===== config.mk =====
export PLATFORM = sky130hd
export DESIGN_NAME = sparce_skip_engine
export DESIGN_NICKNAME = d
export VERILOG_FILES = /design/src/rtl/sparce_pkg.sv /design/src/rtl/sparce_sasa_table.sv /design/src/rtl/sparce_skip_engine.sv
export SDC_FILE = /design/constraint.sdc
export NUM_CORES = 2
export LEC_CHECK = 0
export ABC_AREA = 1
export BUFFER_PORTS_ARGS = -buffer_cell sky130_fd_sc_hd__buf_2
export CORE_MARGIN = 2
export CORE_UTILIZATION = 60
export DETAILED_ROUTE_END_ITERATION = 6
export HOLD_SLACK_MARGIN = 0.05
export PLACE_DENSITY = 0.83
export SETUP_SLACK_MARGIN = 0.1
export SYNTH_ARGS = -nofsm -noshare
export SYNTH_HDL_FRONTEND = slang
export SYNTH_HIERARCHICAL = 1
export SYNTH_SLANG_ARGS = --single-unit

===== constraint.sdc =====
create_clock -name CLK -period 6.1 [get_ports CLK]
set_input_delay 0.305 -clock CLK [delete_from_list [all_inputs] [get_ports CLK]]
set_output_delay 0.305 -clock CLK [all_outputs]
set_load 0.02 [all_outputs]

===== src/rtl/sparce_pkg.sv =====
// Shared types for the SparCE skip engine: SASA entry layout, condition codes
// and the zero-condition helper used by the table's match logic.
package sparce_pkg;

  localparam int unsigned SP_NREGS        = 32;
  localparam int unsigned SP_REG_W        = $clog2(SP_NREGS);
  localparam int unsigned SP_ADDR_W       = 32;
  localparam int unsigned SP_SKIP_W       = 5;
  localparam int unsigned SP_SASA_ENTRIES = 16;

  typedef enum logic [1:0] {
    RS1_ZERO = 2'd0,
    RS2_ZERO = 2'd1,
    EITHER   = 2'd2,
    BOTH     = 2'd3
  } sasa_cond_t;

  typedef struct packed {
    logic                 valid;
    logic [SP_ADDR_W-1:0] pc;
    logic [SP_REG_W-1:0]  rs1;
    logic [SP_REG_W-1:0]  rs2;
    sasa_cond_t           cond;
    logic [SP_SKIP_W-1:0] skip;
  } sasa_entry_t;

  // Combine the effective-zero flags of both sources according to the entry's condition.
  function automatic logic cond_holds(sasa_cond_t c, logic z1, logic z2);
    logic r;
    r = 1'b0;
    case (c)
      RS1_ZERO: r = z1;
      RS2_ZERO: r = z2;
      EITHER:   r = z1 | z2;
      BOTH:     r = z1 & z2;
      default:  r = 1'b0;
    endcase
    return r;
  endfunction

endpackage


===== src/rtl/sparce_sasa_table.sv =====
// SASA table: programmable entry storage with a single write port and a
// parallel PC/condition match resolved by a lowest-index priority encoder.
module sparce_sasa_table
  import sparce_pkg::*;
#(
  parameter int unsigned ENTRIES = SP_SASA_ENTRIES,
  parameter int unsigned NREGS   = SP_NREGS,
  localparam int unsigned IDX_W  = $clog2(ENTRIES)
) (
  input  logic                 CLK,
  input  logic                 nRST,
  input  logic                 wr_en,
  input  logic [IDX_W-1:0]     wr_idx,
  input  sasa_entry_t          wr_entry,
  input  logic                 lookup_valid,
  input  logic [SP_ADDR_W-1:0] lookup_pc,
  input  logic [NREGS-1:0]     zero_vec,
  output logic                 hit,
  output logic [SP_SKIP_W-1:0] hit_skip
);

  sasa_entry_t entries_q [ENTRIES];

  // Entry storage; a write lands at the clock edge so same-cycle lookups see old contents.
  always_ff @(posedge CLK or negedge nRST) begin
    if (!nRST) begin
      for (int unsigned i = 0; i < ENTRIES; i++) entries_q[i] <= '0;
    end else if (wr_en) begin
      entries_q[wr_idx] <= wr_entry;
    end
  end

  // Parallel match; the first matching entry from index 0 upward wins.
  always_comb begin
    hit      = 1'b0;
    hit_skip = '0;
    for (int unsigned i = 0; i < ENTRIES; i++) begin
      if (!hit && lookup_valid && entries_q[i].valid &&
          (entries_q[i].pc == lookup_pc) && (entries_q[i].skip != '0) &&
          cond_holds(entries_q[i].cond, zero_vec[entries_q[i].rs1],
                     zero_vec[entries_q[i].rs2])) begin
        hit      = 1'b1;
        hit_skip = entries_q[i].skip;
      end
    end
  end

endmodule


===== src/rtl/sparce_skip_engine.sv =====
// SparCE skip engine top: sparsity register file, pending-write tracking,
// forwarded zero evaluation and the registered skip request to fetch.
module sparce_skip_engine
  import sparce_pkg::*;
#(
  parameter int unsigned NREGS        = SP_NREGS,
  parameter int unsigned DATA_W       = 32,
  parameter int unsigned ADDR_W       = SP_ADDR_W,
  parameter int unsigned SASA_ENTRIES = SP_SASA_ENTRIES,
  parameter int unsigned SKIP_W       = SP_SKIP_W,
  localparam int unsigned REG_W       = $clog2(NREGS),
  localparam int unsigned IDX_W       = $clog2(SASA_ENTRIES)
) (
  input  logic              CLK,
  input  logic              nRST,
  input  logic              wb_en,
  input  logic [REG_W-1:0]  wb_rd,
  input  logic [DATA_W-1:0] wb_data,
  input  logic              id_rd_en,
  input  logic [REG_W-1:0]  id_rd,
  input  logic              flush,
  input  logic              sasa_wr_en,
  input  logic [IDX_W-1:0]  sasa_wr_idx,
  input  sasa_entry_t       sasa_wr_entry,
  input  logic              if_valid,
  input  logic [ADDR_W-1:0] if_pc,
  input  logic              stall,
  output logic              skip_req,
  output logic [ADDR_W-1:0] skip_target,
  output logic [SKIP_W-1:0] skip_count
);

  logic [NREGS-1:0]  sprf_q, sprf_d;
  logic [NREGS-1:0]  pending_q, pending_d, pend_nf;
  logic [NREGS-1:0]  zero_vec;
  logic              hit;
  logic [SKIP_W-1:0] hit_skip;
  logic              skip_req_q, skip_req_d;
  logic [ADDR_W-1:0] skip_target_q, skip_target_d;
  logic [SKIP_W-1:0] skip_count_q, skip_count_d;

  // Next SpRF/pending state; the un-flushed next pending doubles as the forwarded
  // pending view for this cycle's lookup (a flush suppresses the request anyway).
  always_comb begin
    sprf_d  = sprf_q;
    pend_nf = pending_q;
    if (wb_en && (wb_rd != '0)) sprf_d[wb_rd] = (wb_data == '0);
    if (wb_en) pend_nf[wb_rd] = 1'b0;
    if (id_rd_en && (id_rd != '0)) pend_nf[id_rd] = 1'b1;
    sprf_d[0]  = 1'b1;
    pend_nf[0] = 1'b0;
    pending_d  = flush ? '0 : pend_nf;
    zero_vec   = sprf_d & ~pend_nf;
  end

  // Sparsity and pending registers.
  always_ff @(posedge CLK or negedge nRST) begin
    if (!nRST) begin
      sprf_q    <= '1;
      pending_q <= '0;
    end else begin
      sprf_q    <= sprf_d;
      pending_q <= pending_d;
    end
  end

  sparce_sasa_table #(
    .ENTRIES (SASA_ENTRIES),
    .NREGS   (NREGS)
  ) u_table (
    .CLK          (CLK),
    .nRST         (nRST),
    .wr_en        (sasa_wr_en),
    .wr_idx       (sasa_wr_idx),
    .wr_entry     (sasa_wr_entry),
    .lookup_valid (if_valid),
    .lookup_pc    (if_pc),
    .zero_vec     (zero_vec),
    .hit          (hit),
    .hit_skip     (hit_skip)
  );

  // Output next-state: flush kills the request, stall freezes everything, a miss holds target/count.
  always_comb begin
    skip_req_d    = skip_req_q;
    skip_target_d = skip_target_q;
    skip_count_d  = skip_count_q;
    if (flush) begin
      skip_req_d = 1'b0;
    end else if (!stall) begin
      skip_req_d = hit;
      if (hit) begin
        skip_target_d = if_pc + ((ADDR_W'(hit_skip) + ADDR_W'(1)) << 2);
        skip_count_d  = hit_skip;
      end
    end
  end

  // Registered skip outputs.
  always_ff @(posedge CLK or negedge nRST) begin
    if (!nRST) begin
      skip_req_q    <= 1'b0;
      skip_target_q <= '0;
      skip_count_q  <= '0;
    end else begin
      skip_req_q    <= skip_req_d;
      skip_target_q <= skip_target_d;
      skip_count_q  <= skip_count_d;
    end
  end

  assign skip_req    = skip_req_q;
  assign skip_target = skip_target_q;
  assign skip_count  = skip_count_q;

endmodule

==> flow_metrics.py <==
metrics = {
    "clock_tree": {
        "clk_latency_ps": 730,
        "root_buffer": "clkbuf_16",
        "clk_pin_slew_ps": 70,
        "clock_sinks": 900,
        "cts_tree": "yes",
        "cts_buffers": 97,
        "cts.path.max_buffers": 3,
        "cts-htree-levels": 3,
    },
    "worst_hold_path": {
        "min_path_type": "in -> reg",
        "hold-path-cell-count": 2,
    },
    "sta": {
        "max_slew_margin_pct": 13.4,
        "period_minus_slack_ps": 6110,
        "setup_viol": 1,
        "skew_ps": 27.7,
        "setup_ws_ps": -5.96,
        "min_period_over_period_pct": 100,
        "rsz0062_at_grt": "true",
        "tightest_slew_ps": 1300,
        "hold_violations": 0,
        "max_freq_ghz": 0.164,
        "drv_slew": 0,
        "setup_tns_ps": -5.96,
    },
    "worst_setup_path": {
        "critPathSlowestCell": "dfrtp_1",
        "slowest_delay_ps": 510,
        "worstSetupEndpointType": "flip-flop",
        "cp.required_ps": 6690,
        "path_class": "reg -> reg",
        "r2r_cells": 33,
        "cp_common_cell": "nand2_1",
        "cp_max_fo": 5,
        "start_kind": "flip-flop",
        "reg2reg_slack_ps": -6,
        "arrival_ps": 6700,
    },
    "outcome": {
        "status": "complete, but fails checks",
        "violations": "DRC, setup timing",
    },
    "grt": {
        "grt_pass1_wl_um": 333000,
        "antenna_found_initial": 14,
        "grt.overflow.total": 0,
        "track_usage_pct": 50.2,
        "grt_pass1_vias": 52737,
        "grt_max_degree": 182,
    },
    "logic_synthesis": {
        "ys_seq_area_share_pct": 43.5,
        "async_reset_ff_share_pct": 100,
        "synthTopCellsByArea": "dfrtp_1 (42%), nand2_1 (13%), o21ai_0 (13%), nand3_1 (4.7%), a21oi_1 (4.5%)",
        "synth_edf_count": 0,
        "synth_area_leader_cell": "dfrtp_1",
        "syn_avg_cell_area_um2": 7.26,
        "ys.flop_type": "dfrtp_1",
        "postSynthCellCount": 7147,
        "syn_area_um2": 51900,
        "synthDistinctLibCells": 71,
        "yosysWarningCount": 6,
        "synth-seq-cells": 900,
        "netlist.area_leader.share_pct": 41.9,
    },
    "floorplanning": {
        "initial_core_util_pct": 60.7,
        "core.rowCount": 107,
        "fp.coreArea_um2": 85400,
        "die_area_um2": 88800,
        "die_x_um": 298,
        "fp.dieH_um": 298,
        "io-pin-count": 174,
    },
    "power": {
        "ir_drop_mv": 0.287,
        "power_density_nw_per_um2": 344,
        "p_leak_nw": 28.4,
        "power_mw": 20.9,
    },
    "final_layout": {
        "seq_area_um2": 22600,
        "layout-drive-gt1-share_pct": 14.0,
        "final_cells": 8689,
        "postLayoutCellArea_um2": 60800,
        "fin_nets": 7593,
        "finish.utilization_pct": 71.1,
        "fillers": 6882,
        "multi_input_area_um2": 25400,
        "area_growth_syn_to_layout_pct": 17.1,
    },
    "place": {
        "port_buffers": 173,
        "placed_area_um2": 56400,
        "dp_hpwl_um": 153000,
        "placed_cells": 8431,
        "gp_congestion": 1.06,
    },
    "drt": {
        "firstDrtPassIters": 7,
        "drtIter0Drc": 9209,
        "wl_per_cell_um": 26.2,
        "drtAntennaViolNets": 0,
        "wl_um": 228000,
        "via_count": 56921,
        "remaining_drc_errors": 7,
        "viasPerCell": 6.55,
    },
    "flow_run": {
        "max-cap-violations": 0,
    },
}
sequential cells by signal, summed over array words and instances, names as in the netlist:
name,cells
skip_count,5
pending_q,31
skip_req,1
skip_target,32
sprf_q,31
u_table/entries_q,800
power breakdown:
part | switching [mW] | internal, mW | leakage (nW) | total, mW
Sequential | 1.23 | 7.15 | 11.3 | 8.38
Combinational | 3.92 | 2.22 | 15.4 | 6.14
Clock | 2.69 | 3.72 | 1.68 | 6.42
Total | 7.83 | 13.1 | 28.4 | 20.9
routing by layer:
| metal | track usage, % | part of all wire (%) | wire length [µm] | vias to the layer above |
|---|---|---|---|---|
| li1 | - | - | - | 24574 |
| met1 | 60.5 | 33 | 75000 | 26186 |
| met2 | 72.2 | 41 | 93800 | 4640 |
| met3 | 15.3 | 14 | 32100 | 1521 |
| met4 | 45.6 | 12 | 27200 | 0 |
| met5 | 0 | 0 | 0 | - |
Yosys cell counts, types with 8 or more instances:
master,count
a22o_1,41
buf_4,12
or2_2,45
clkinv_1,11
nor3_1,29
dfstp_2,31
a211oi_1,14
o21ai_1,26
nand4_1,41
nand3_1,486
a22oi_1,10
nor4_1,55
o211ai_1,35
o2111ai_1,10
nor2_1,303
inv_2,19
a31oi_1,13
clkbuf_1,365
inv_1,551
and2_1,11
buf_1,16
dfrtp_1,869
buf_2,115
a21oi_1,463
a221oi_1,41
nand2_1,1815
or2_1,8
o21ai_0,1330
xnor2_1,56
xor2_1,70
nand3b_1,8
o22ai_1,146
worst max-delay path: cells and delay by family (launching register included):
kind / cells / cell delay [ps]
adders and majority gates: 1 / 320
DFF: 1 / 510
buffers and inverters: 6 / 930
AOI/OAI and AO/OA: 6 / 1270
and+or+nand+nor: 20 / 2910
layout by cell type (no fill, tap or decap), types with 16 or more instances in the layout:
| cell type | count |
|---|---|
| nand2_1 | 1795 |
| o21ai_0 | 1313 |
| dfrtp_1 | 868 |
| inv_1 | 544 |
| nand3_1 | 467 |
| a21oi_1 | 448 |
| buf_4 | 439 |
| nor2_1 | 286 |
| buf_2 | 172 |
| o22ai_1 | 146 |
| clkbuf_16 | 98 |
| xor2_1 | 70 |
| xnor2_1 | 56 |
| nor4_1 | 54 |
| dlygate4sd3_1 | 51 |
| or2_2 | 45 |
| buf_12 | 42 |
| nand4_1 | 41 |
| o21ai_1 | 41 |
| a221oi_1 | 41 |
| a22o_1 | 41 |
| o211ai_1 | 35 |
| dfstp_2 | 31 |
| inv_2 | 26 |
| nor3_1 | 25 |
| clkinv_2 | 21 |
| a21oi_2 | 19 |
| clkbuf_1 | 19 |
| clkbuf_8 | 18 |
| nor2_2 | 16 |
kinds of logic after synthesis:
logic type,synth area share [%]
compound gates,22.6
flops,43.5
simple gates,23.2
xor+xnor,2.13
buf+inv,8.43
fa+ha+maj,0.207
other cells,0.00723
per-stage QoR:
step / worst slack [ps] / hold slack, ps
2_1_floorplan: 922 / 9.41
3_3_place_gp: -447 / 350
3_5_place_dp: -528 / 357
4_1_cts: 124 / 90.0
5_1_grt: -63.9 / 111
6_report: -5.96 / 120
path summary, 6_finish.rpt:
check                                       startpoint                      to
worst max-delay path            u_table/entries_q[481]         skip_target[14]
min in group asynchronous                         nRST           pending_q[24]
max in group asynchronous                         nRST  u_table/entries_q[449]
worst max register to register  u_table/entries_q[481]         skip_target[14]
worst min-delay path                             flush           pending_q[20]
worst min register to register         skip_target[28]         skip_target[28]
final cells by class:
type	instances	share of cell area [%]
Multi-Input combinational cell	5149	41.9
Sequential cell	900	37.1
Timing Repair Buffer	717	9.33
Clock buffer	134	4.52
Inverter	584	3.63
Tap cell	1144	2.36
Clock inverter	47	1.12
Antenna cell	14	0.0576
repair_timing:
| item | in CTS | in global routing |
|---|---|---|
| endpoints found under the setup margin | 7 | 28 |
| hold endpoints to repair | 219 | 0 |
| gates resized for setup | 2 | 106 |
| gates cloned | 0 | 2 |
| hold buffers | 51 | 0 |
| pin swaps | 0 | 18 |
| setup buffers | 0 | 10 |
Power figures use the tool's default switching activity.
